==> src/rtl/reduction_pkg.sv <==
`default_nettype none
// ============================================================================
// Module      : reduction_pkg
// Description : Shared FSM state type and default sizing for the reduction unit.
// Revision    : 1.0 - initial release
// ============================================================================
package reduction_pkg;

    localparam int C_ACCUM_WIDTH = 48;
    localparam int C_LANES       = 4;
    localparam int C_MAX_BEATS   = 16;

    typedef enum logic [1:0] {
        ST_IDLE  = 2'd0,
        ST_ACCUM = 2'd1,
        ST_HOLD  = 2'd2
    } state_t;

endpackage : reduction_pkg
`default_nettype wire

==> src/rtl/reduction_lane.sv <==
`default_nettype none
// ============================================================================
// Module      : reduction_lane
// Description : One lane: sparse combine, accumulate, saturate/wrap, sticky overflow.
// Revision    : 1.0 - initial release
// ============================================================================
module reduction_lane
    import reduction_pkg::*;
#(
    parameter int ACCUM_WIDTH = C_ACCUM_WIDTH
) (
    input  logic                   clk,
    input  logic                   rst,
    input  logic [ACCUM_WIDTH-1:0] i_lsp,
    input  logic [ACCUM_WIDTH-1:0] i_msp,
    input  logic                   i_sparse,
    input  logic                   i_accept,
    input  logic                   i_first,
    input  logic                   i_close,
    input  logic                   i_sat,
    output logic [ACCUM_WIDTH-1:0] o_result,
    output logic                   o_ovf
);

    localparam int W = ACCUM_WIDTH;

    logic [W-1:0] acc_q, acc_d;
    logic         ovf_q, ovf_d;
    logic [W-1:0] res_q, res_d;
    logic         res_ovf_q, res_ovf_d;

    logic [W:0]   w_comb_x;
    logic         w_comb_ovf;
    logic [W-1:0] w_beat;
    logic [W-1:0] w_base;
    logic [W:0]   w_sum_x;
    logic         w_sum_ovf;
    logic [W-1:0] w_res;
    logic         w_ovf_new;

    function automatic logic [W-1:0] clamp(input logic neg);
        return neg ? {1'b1, {(W-1){1'b0}}} : {1'b0, {(W-1){1'b1}}};
    endfunction

    // One guard bit: overflow shows as the top two bits disagreeing.
    always_comb begin
        w_comb_x   = {i_lsp[W-1], i_lsp} + (i_sparse ? {i_msp[W-1], i_msp} : {(W+1){1'b0}});
        w_comb_ovf = w_comb_x[W] ^ w_comb_x[W-1];
        w_beat     = (w_comb_ovf && i_sat) ? clamp(w_comb_x[W]) : w_comb_x[W-1:0];
        w_base     = i_first ? {W{1'b0}} : acc_q;
        w_sum_x    = {w_base[W-1], w_base} + {w_beat[W-1], w_beat};
        w_sum_ovf  = w_sum_x[W] ^ w_sum_x[W-1];
        w_res      = (w_sum_ovf && i_sat) ? clamp(w_sum_x[W]) : w_sum_x[W-1:0];
        w_ovf_new  = w_comb_ovf | w_sum_ovf | (~i_first & ovf_q);
    end

    always_comb begin
        acc_d     = acc_q;
        ovf_d     = ovf_q;
        res_d     = res_q;
        res_ovf_d = res_ovf_q;
        if (i_accept) begin
            if (i_close) begin
                res_d     = w_res;
                res_ovf_d = w_ovf_new;
            end else begin
                acc_d = w_res;
                ovf_d = w_ovf_new;
            end
        end
    end

    always_ff @(posedge clk or posedge rst) begin
        if (rst) begin
            acc_q     <= '0;
            ovf_q     <= 1'b0;
            res_q     <= '0;
            res_ovf_q <= 1'b0;
        end else begin
            acc_q     <= acc_d;
            ovf_q     <= ovf_d;
            res_q     <= res_d;
            res_ovf_q <= res_ovf_d;
        end
    end

    assign o_result = res_q;
    assign o_ovf    = res_ovf_q;

endmodule : reduction_lane
`default_nettype wire

==> src/rtl/reduction_accum_unit.sv <==
`default_nettype none
// ============================================================================
// Module      : reduction_accum_unit
// Description : Multi-lane group reduction with shared FSM, beat counter and output hold.
// Revision    : 1.0 - initial release
// ============================================================================
module reduction_accum_unit
    import reduction_pkg::*;
#(
    parameter int ACCUM_WIDTH = C_ACCUM_WIDTH,
    parameter int LANES       = C_LANES,
    parameter int MAX_BEATS   = C_MAX_BEATS,
    parameter int CNT_W       = $clog2(MAX_BEATS + 1)
) (
    input  logic                         clk,
    input  logic                         rst,
    input  logic                         in_valid,
    output logic                         in_ready,
    input  logic [LANES*ACCUM_WIDTH-1:0] in_data,
    input  logic [LANES*ACCUM_WIDTH-1:0] in_msp,
    input  logic                         in_sparse,
    input  logic                         in_last,
    input  logic                         acc_en,
    input  logic                         sat_en,
    output logic                         out_valid,
    input  logic                         out_ready,
    output logic [LANES*ACCUM_WIDTH-1:0] out_data,
    output logic [LANES-1:0]             out_ovf,
    output logic [CNT_W-1:0]             out_beats
);

    localparam logic [CNT_W-1:0] C_MAX_CNT = CNT_W'(MAX_BEATS);
    localparam logic [CNT_W-1:0] C_ONE     = CNT_W'(1);

    state_t           state_q, state_d;
    logic             acc_mode_q, acc_mode_d;
    logic             sat_mode_q, sat_mode_d;
    logic [CNT_W-1:0] cnt_q, cnt_d;
    logic [CNT_W-1:0] beats_q, beats_d;

    logic             w_accept;
    logic             w_first;
    logic             w_acc_eff;
    logic             w_sat_eff;
    logic [CNT_W-1:0] w_cnt_next;
    logic             w_close;

    // Mode bits come straight from the ports on a group's first beat, then from the latched copy.
    always_comb begin
        w_accept   = in_valid && in_ready;
        w_first    = (state_q != ST_ACCUM);
        w_acc_eff  = w_first ? acc_en : acc_mode_q;
        w_sat_eff  = w_first ? sat_en : sat_mode_q;
        w_cnt_next = w_first ? C_ONE : (cnt_q + C_ONE);
        w_close    = !w_acc_eff || in_last || (w_cnt_next == C_MAX_CNT);
    end

    always_ff @(posedge clk or posedge rst) begin
        if (rst) begin
            state_q <= ST_IDLE;
        end else begin
            state_q <= state_d;
        end
    end

    always_comb begin
        state_d = state_q;
        case (state_q)
            ST_IDLE, ST_ACCUM: begin
                if (w_accept) begin
                    state_d = w_close ? ST_HOLD : ST_ACCUM;
                end
            end
            ST_HOLD: begin
                if (w_accept) begin
                    state_d = w_close ? ST_HOLD : ST_ACCUM;
                end else if (out_ready) begin
                    state_d = ST_IDLE;
                end
            end
            default: state_d = ST_IDLE;
        endcase
    end

    always_comb begin
        in_ready  = (state_q != ST_HOLD) || out_ready;
        out_valid = (state_q == ST_HOLD);
    end

    always_comb begin
        acc_mode_d = acc_mode_q;
        sat_mode_d = sat_mode_q;
        cnt_d      = cnt_q;
        beats_d    = beats_q;
        if (w_accept) begin
            if (w_first) begin
                acc_mode_d = acc_en;
                sat_mode_d = sat_en;
            end
            cnt_d = w_close ? '0 : w_cnt_next;
            if (w_close) begin
                beats_d = w_cnt_next;
            end
        end
    end

    always_ff @(posedge clk or posedge rst) begin
        if (rst) begin
            acc_mode_q <= 1'b0;
            sat_mode_q <= 1'b0;
            cnt_q      <= '0;
            beats_q    <= '0;
        end else begin
            acc_mode_q <= acc_mode_d;
            sat_mode_q <= sat_mode_d;
            cnt_q      <= cnt_d;
            beats_q    <= beats_d;
        end
    end

    assign out_beats = beats_q;

    generate
        for (genvar gi = 0; gi < LANES; gi++) begin : g_lanes
            reduction_lane #(
                .ACCUM_WIDTH (ACCUM_WIDTH)
            ) u_lane (
                .clk      (clk),
                .rst      (rst),
                .i_lsp    (in_data[gi*ACCUM_WIDTH +: ACCUM_WIDTH]),
                .i_msp    (in_msp[gi*ACCUM_WIDTH +: ACCUM_WIDTH]),
                .i_sparse (in_sparse),
                .i_accept (w_accept),
                .i_first  (w_first),
                .i_close  (w_close),
                .i_sat    (w_sat_eff),
                .o_result (out_data[gi*ACCUM_WIDTH +: ACCUM_WIDTH]),
                .o_ovf    (out_ovf[gi])
            );
        end
    endgenerate

endmodule : reduction_accum_unit
`default_nettype wire

==> config.mk <==
export PLATFORM = sky130hd
export DESIGN_NAME = reduction_accum_unit
export DESIGN_NICKNAME = d
export VERILOG_FILES = /design/src/rtl/reduction_pkg.sv /design/src/rtl/reduction_lane.sv /design/src/rtl/reduction_accum_unit.sv
export SDC_FILE = /design/constraint.sdc
export NUM_CORES = 2
export LEC_CHECK = 0
export ABC_AREA = 0
export CAP_MARGIN = 0
export CORE_UTILIZATION = 45
export CTS_CLUSTER_SIZE = 25
export DETAILED_ROUTE_END_ITERATION = 10
export PLACE_DENSITY_LB_ADDON = 0.05
export SYNTH_ARGS = -nofsm -noshare
export SYNTH_HDL_FRONTEND = slang
export SYNTH_SLANG_ARGS = --single-unit
==> constraint.sdc <==
create_clock -name clk -period 17.8 [get_ports clk]
set_clock_uncertainty 0.05 [all_clocks]
set_input_delay 5.34 -clock clk [delete_from_list [all_inputs] [get_ports clk]]
set_output_delay 5.34 -clock clk [all_outputs]
set_load 0.005 [all_outputs]
==> results.tsv <==
stage	metric	value	unit
clocking	hold buffers post-CTS	0	
synth	sequential area share after synthesis	0.239	
clocking	post-CTS setup buffers	0	
worst_setup_path	CP Capture Type	flip-flop	
global_route	GRT overflow	0	
drt	DRT antenna net count	0	
finish	Fillers	9174	
timing	Least-Margin Pin Slew	1.14	ns
power	switch share	0.424	
finish	Final Core Density	0.541	
drt	drt total wl	143000	um
clocking	Longest Clk Path Bufs	3	
drt	vias per cell	5.84	
floorplanning	Die X	309	um
synth	largest family of logic cells by synthesized area	compound AO/OA/AOI/OAI gates	
synth	syn avg cell area	7.57	um^2
timing	Hold Fails Final Rpt	0	
worst_setup_path	Top delay family on crit path	compound AO/OA/AOI/OAI gates	
worst_hold_path	Hold Crit Start	out_beats[1]$_DFFE_PP0P_	
synth	Yosys reg bits	406	
floorplanning	Die Ht	309	um
clocking	cts bufs inserted	45	
synth	post-synth top area share	0.239	
run_status	outcome	finished clean	
timing	period utilization	0.797	
global_route	GRT Util Overall	0.289	
finish	commonest non-fill, non-tap cells in the layout	836 x a21oi_1, 593 x clkdlybuf4s50_1, 503 x nor2_1, 463 x nand2_1, 431 x o21ai_0	
power	clock power share	0.179	
power	peak supply drop	0.0712	mV
worst_setup_path	crit path kind	in2reg	
worst_setup_path	critical path's slowest cell	nor2_2	
synth	ys flop type	dfrtp_1	
clocking	Gates resized, CTS repair	0	
global_route	largest net degree at the start of global routing	161	
synth	XOR/XNOR Fraction of Synth Area	0.0697	
clocking	clk_lat worst skew	0.61	ns
synth	count of flip-flops with a built-in enable after synthesis	0	
worst_setup_path	worst setup path startpoint	in_msp[96]	
drt	DRC Markers	0	
placement	hpwl dp	109000	um
floorplanning	initial core utilization	0.455	
floorplanning	core area	93500	um^2
drt	DR pass1 iterations	7	
synth	synth warn	0	
finish	Final nets	6737	
synth	mux share of post-synthesis cell area	0.00300	
global_route	initial antenna violation count	2	
timing	final setup fails	0	
floorplanning	DIE AREA	95800	um^2
timing	Max Clk Rate	70.5	MHz
synth	Synth Area in Compound Gates	0.310	
worst_setup_path	worst reg2reg startpoint	state_q[1]$_DFFE_PP0P_	
worst_setup_path	CP Max Fanout	30	
power	power density over cell area	113	nW/um^2
placement	PortBufs	594	
synth	Synth Cell Area	42500	um^2
clocking	Clock Tree Root	clkbuf_16	
power	part of the power in registers	0.287	
finish	n_diodes	0	
clocking	clk sinks	406	
timing	RSZ-0062 raised after global routing	no	
drt	Starting DRT DRC Count	2809	
finish	commonest non-fill, non-tap cell in the layout	a21oi_1	
synth	adder-cell share of the synthesized area	0.117	
synth	Synth cell types	100	
worst_setup_path	cell repeated most along the worst path	a211oi_1	
synth	Mapped Nets	6401	
worst_setup_path	Buffers & Inverters on Critical Path	3	
power	leakage power	22.4	nW
placement	GPL Wtd Cong	0.943	
timing	relative slew slack	0.228	
worst_setup_path	Worst Setup Start Kind	primary input	
timing	Final Max Tran Viols	0	
floorplanning	row count	112	
power	internal cell power	3.29	mW
global_route	number of global-route vias before repair	40378	
worst_hold_path	WHS Path Cells	2	
clocking	Reg clk slew, reported paths	0.07	ns
worst_hold_path	hold crit path type	reg2reg	
power	NetSw	2.42	mW
worst_setup_path	Worst Path Arrival	14.61	ns
synth	Synth Instances	5616	
global_route	first-pass GRT wire length	223000	um
synth	most area-hungry cell type in the Yosys netlist	dfrtp_1	
finish	share of layout cells above drive strength 1	0.0322	
worst_setup_path	FF-to-FF path depth	17	
worst_setup_path	WP data required	18.23	ns
timing	Post-Route Setup TNS	0	ns
timing	Min Clock Period, post-route	14.18	ns
drt	vias after detailed routing	42273	
synth	Post-synth ARST share	1.00	
synth	simple-gate share of the synthesized area	0.216	
power	logic gate share of total power	0.534	
synth	synth top area cells	dfrtp_1 24%, ha_1 11%, a21oi_1 9.8%, and2_1 6.0%, o21ai_0 5.1%	
finish	Area growth syn-to-layout	18.9	%
floorplanning	Top-Level Pins	595	
clocking	H-tree depth	2	
worst_setup_path	crit-path max cell delay	0.90	ns
run	MaxCap Viol Count	0	
clocking	TritonCTS clock tree	built	
drt	Wirelength per Cell	19.7	um
worst_setup_path	Crit. path cell count	28	
## routing by layer
layer  routed length, um  GRT usage  vias to the layer above
li1                    -          -                    20922
met1               64500      0.388                    20138
met2               67600      0.489                     1037
met3                7310     0.0393                      172
met4                3270     0.0685                        4
met5                  31          0                        -
## worst reg2reg max path: cells and delay by family (launching register included)
kind,cells,cell delay (ns)
buffers and inverters,1,0.51
adders and majority gates,2,0.79
DFF,1,0.43
AOI/OAI and AO/OA,8,2.28
and+or+nand+nor,4,1.66
muxes,2,1.21
## kinds of logic after synthesis
group                      count (synthesis)
AOI/OAI and AO/OA                       2149
xor gates and xnor gates                 336
adders and majority gates                393
buffers and inverters                    462
DFF                                      406
muxes                                     12
and+or+nand+nor                         1858
## cell type report
class | instances | area, um^2 | area share
Sequential cell | 406 | 10200 | 0.201
Clock inverter | 16 | 224 | 0.00443
Multi-Input combinational cell | 4748 | 30600 | 0.604
Timing Repair Buffer | 629 | 6240 | 0.123
Clock buffer | 67 | 1370 | 0.0271
Tap cell | 1254 | 1570 | 0.0310
Inverter | 122 | 465 | 0.00920
## power by group through the flow
| stage | sequential (mW) | combinational, mW | clock [mW] |
|---|---|---|---|
| floorplan | 1.55 | 1.91 | 0 |
| global placement | 1.64 | 3.01 | 0 |
| detailed placement | 1.64 | 3.03 | 0 |
| CTS | 1.64 | 3.05 | 1.04 |
| global route | 1.68 | 3.38 | 1.08 |
| finish | 1.64 | 3.06 | 1.02 |
## path summary, 6_finish.rpt
path	to	slack [ns]
setup / recovery	g_lanes[2].u_lane.o_result[9]$_DFFE_PP0P_	3.62
hold / removal	out_beats[1]$_DFFE_PP0P_	0.41
setup reg to reg	g_lanes[1].u_lane.o_result[27]$_DFFE_PP0P_	10.70
hold reg to reg	out_beats[1]$_DFFE_PP0P_	0.41
max in group asynchronous	g_lanes[3].u_lane.acc_q[31]$_DFFE_PP0P_	10.35
min in group asynchronous	g_lanes[1].u_lane.o_result[14]$_DFFE_PP0P_	5.16
## cells in the mapped netlist (all sizes together), types with 9 or more instances
library cell / n
a31oi: 59
a221o: 10
or2: 9
a21oi: 839
o2111ai: 9
nor4: 9
o31ai: 48
a2111oi: 11
o21ai: 468
nand3: 101
nand2b: 35
nand3b: 10
a21boi: 11
o221ai: 10
nor2b: 47
nor2: 510
xnor2: 213
and4: 23
a21o: 244
xor2: 123
dfrtp: 406
o21a: 105
a211o: 14
o22ai: 14
and3: 45
and2: 412
clkbuf: 244
nor3: 71
ha: 385
buf: 96
o211ai: 71
a211oi: 68
nand4: 75
or3: 16
nand2: 464
a41oi: 16
inv: 122
o21bai: 71
or4: 12
## registers in the layout, indices dropped and copies added, names as in the netlist
signal and cells:
state_q 2, g_lanes.u_lane.acc_q 192, g_lanes.u_lane.o_ovf 4, out_beats 5, g_lanes.u_lane.ovf_q 4, sat_mode_q 1, g_lanes.u_lane.o_result 192, cnt_q 5
acc_mode_q 1
## metrics by stage
stage          instances  setup slack [ns]  total power [mW]  instance area (um^2)  hold slack [ns]
2_1_floorplan       5616              1.12              3.46                 42500            0.390
6_report            7242              3.62              5.72                 50600            0.412
3_3_place_gp        7159              2.68              4.65                 49000            0.402
3_5_place_dp        7159              3.15              4.67                 49000            0.404
5_1_grt             7242              2.92              6.14                 50600            0.435
4_1_cts             7242              3.76              5.73                 50600            0.418
Note: power is estimated with default switching activity, not from simulation.
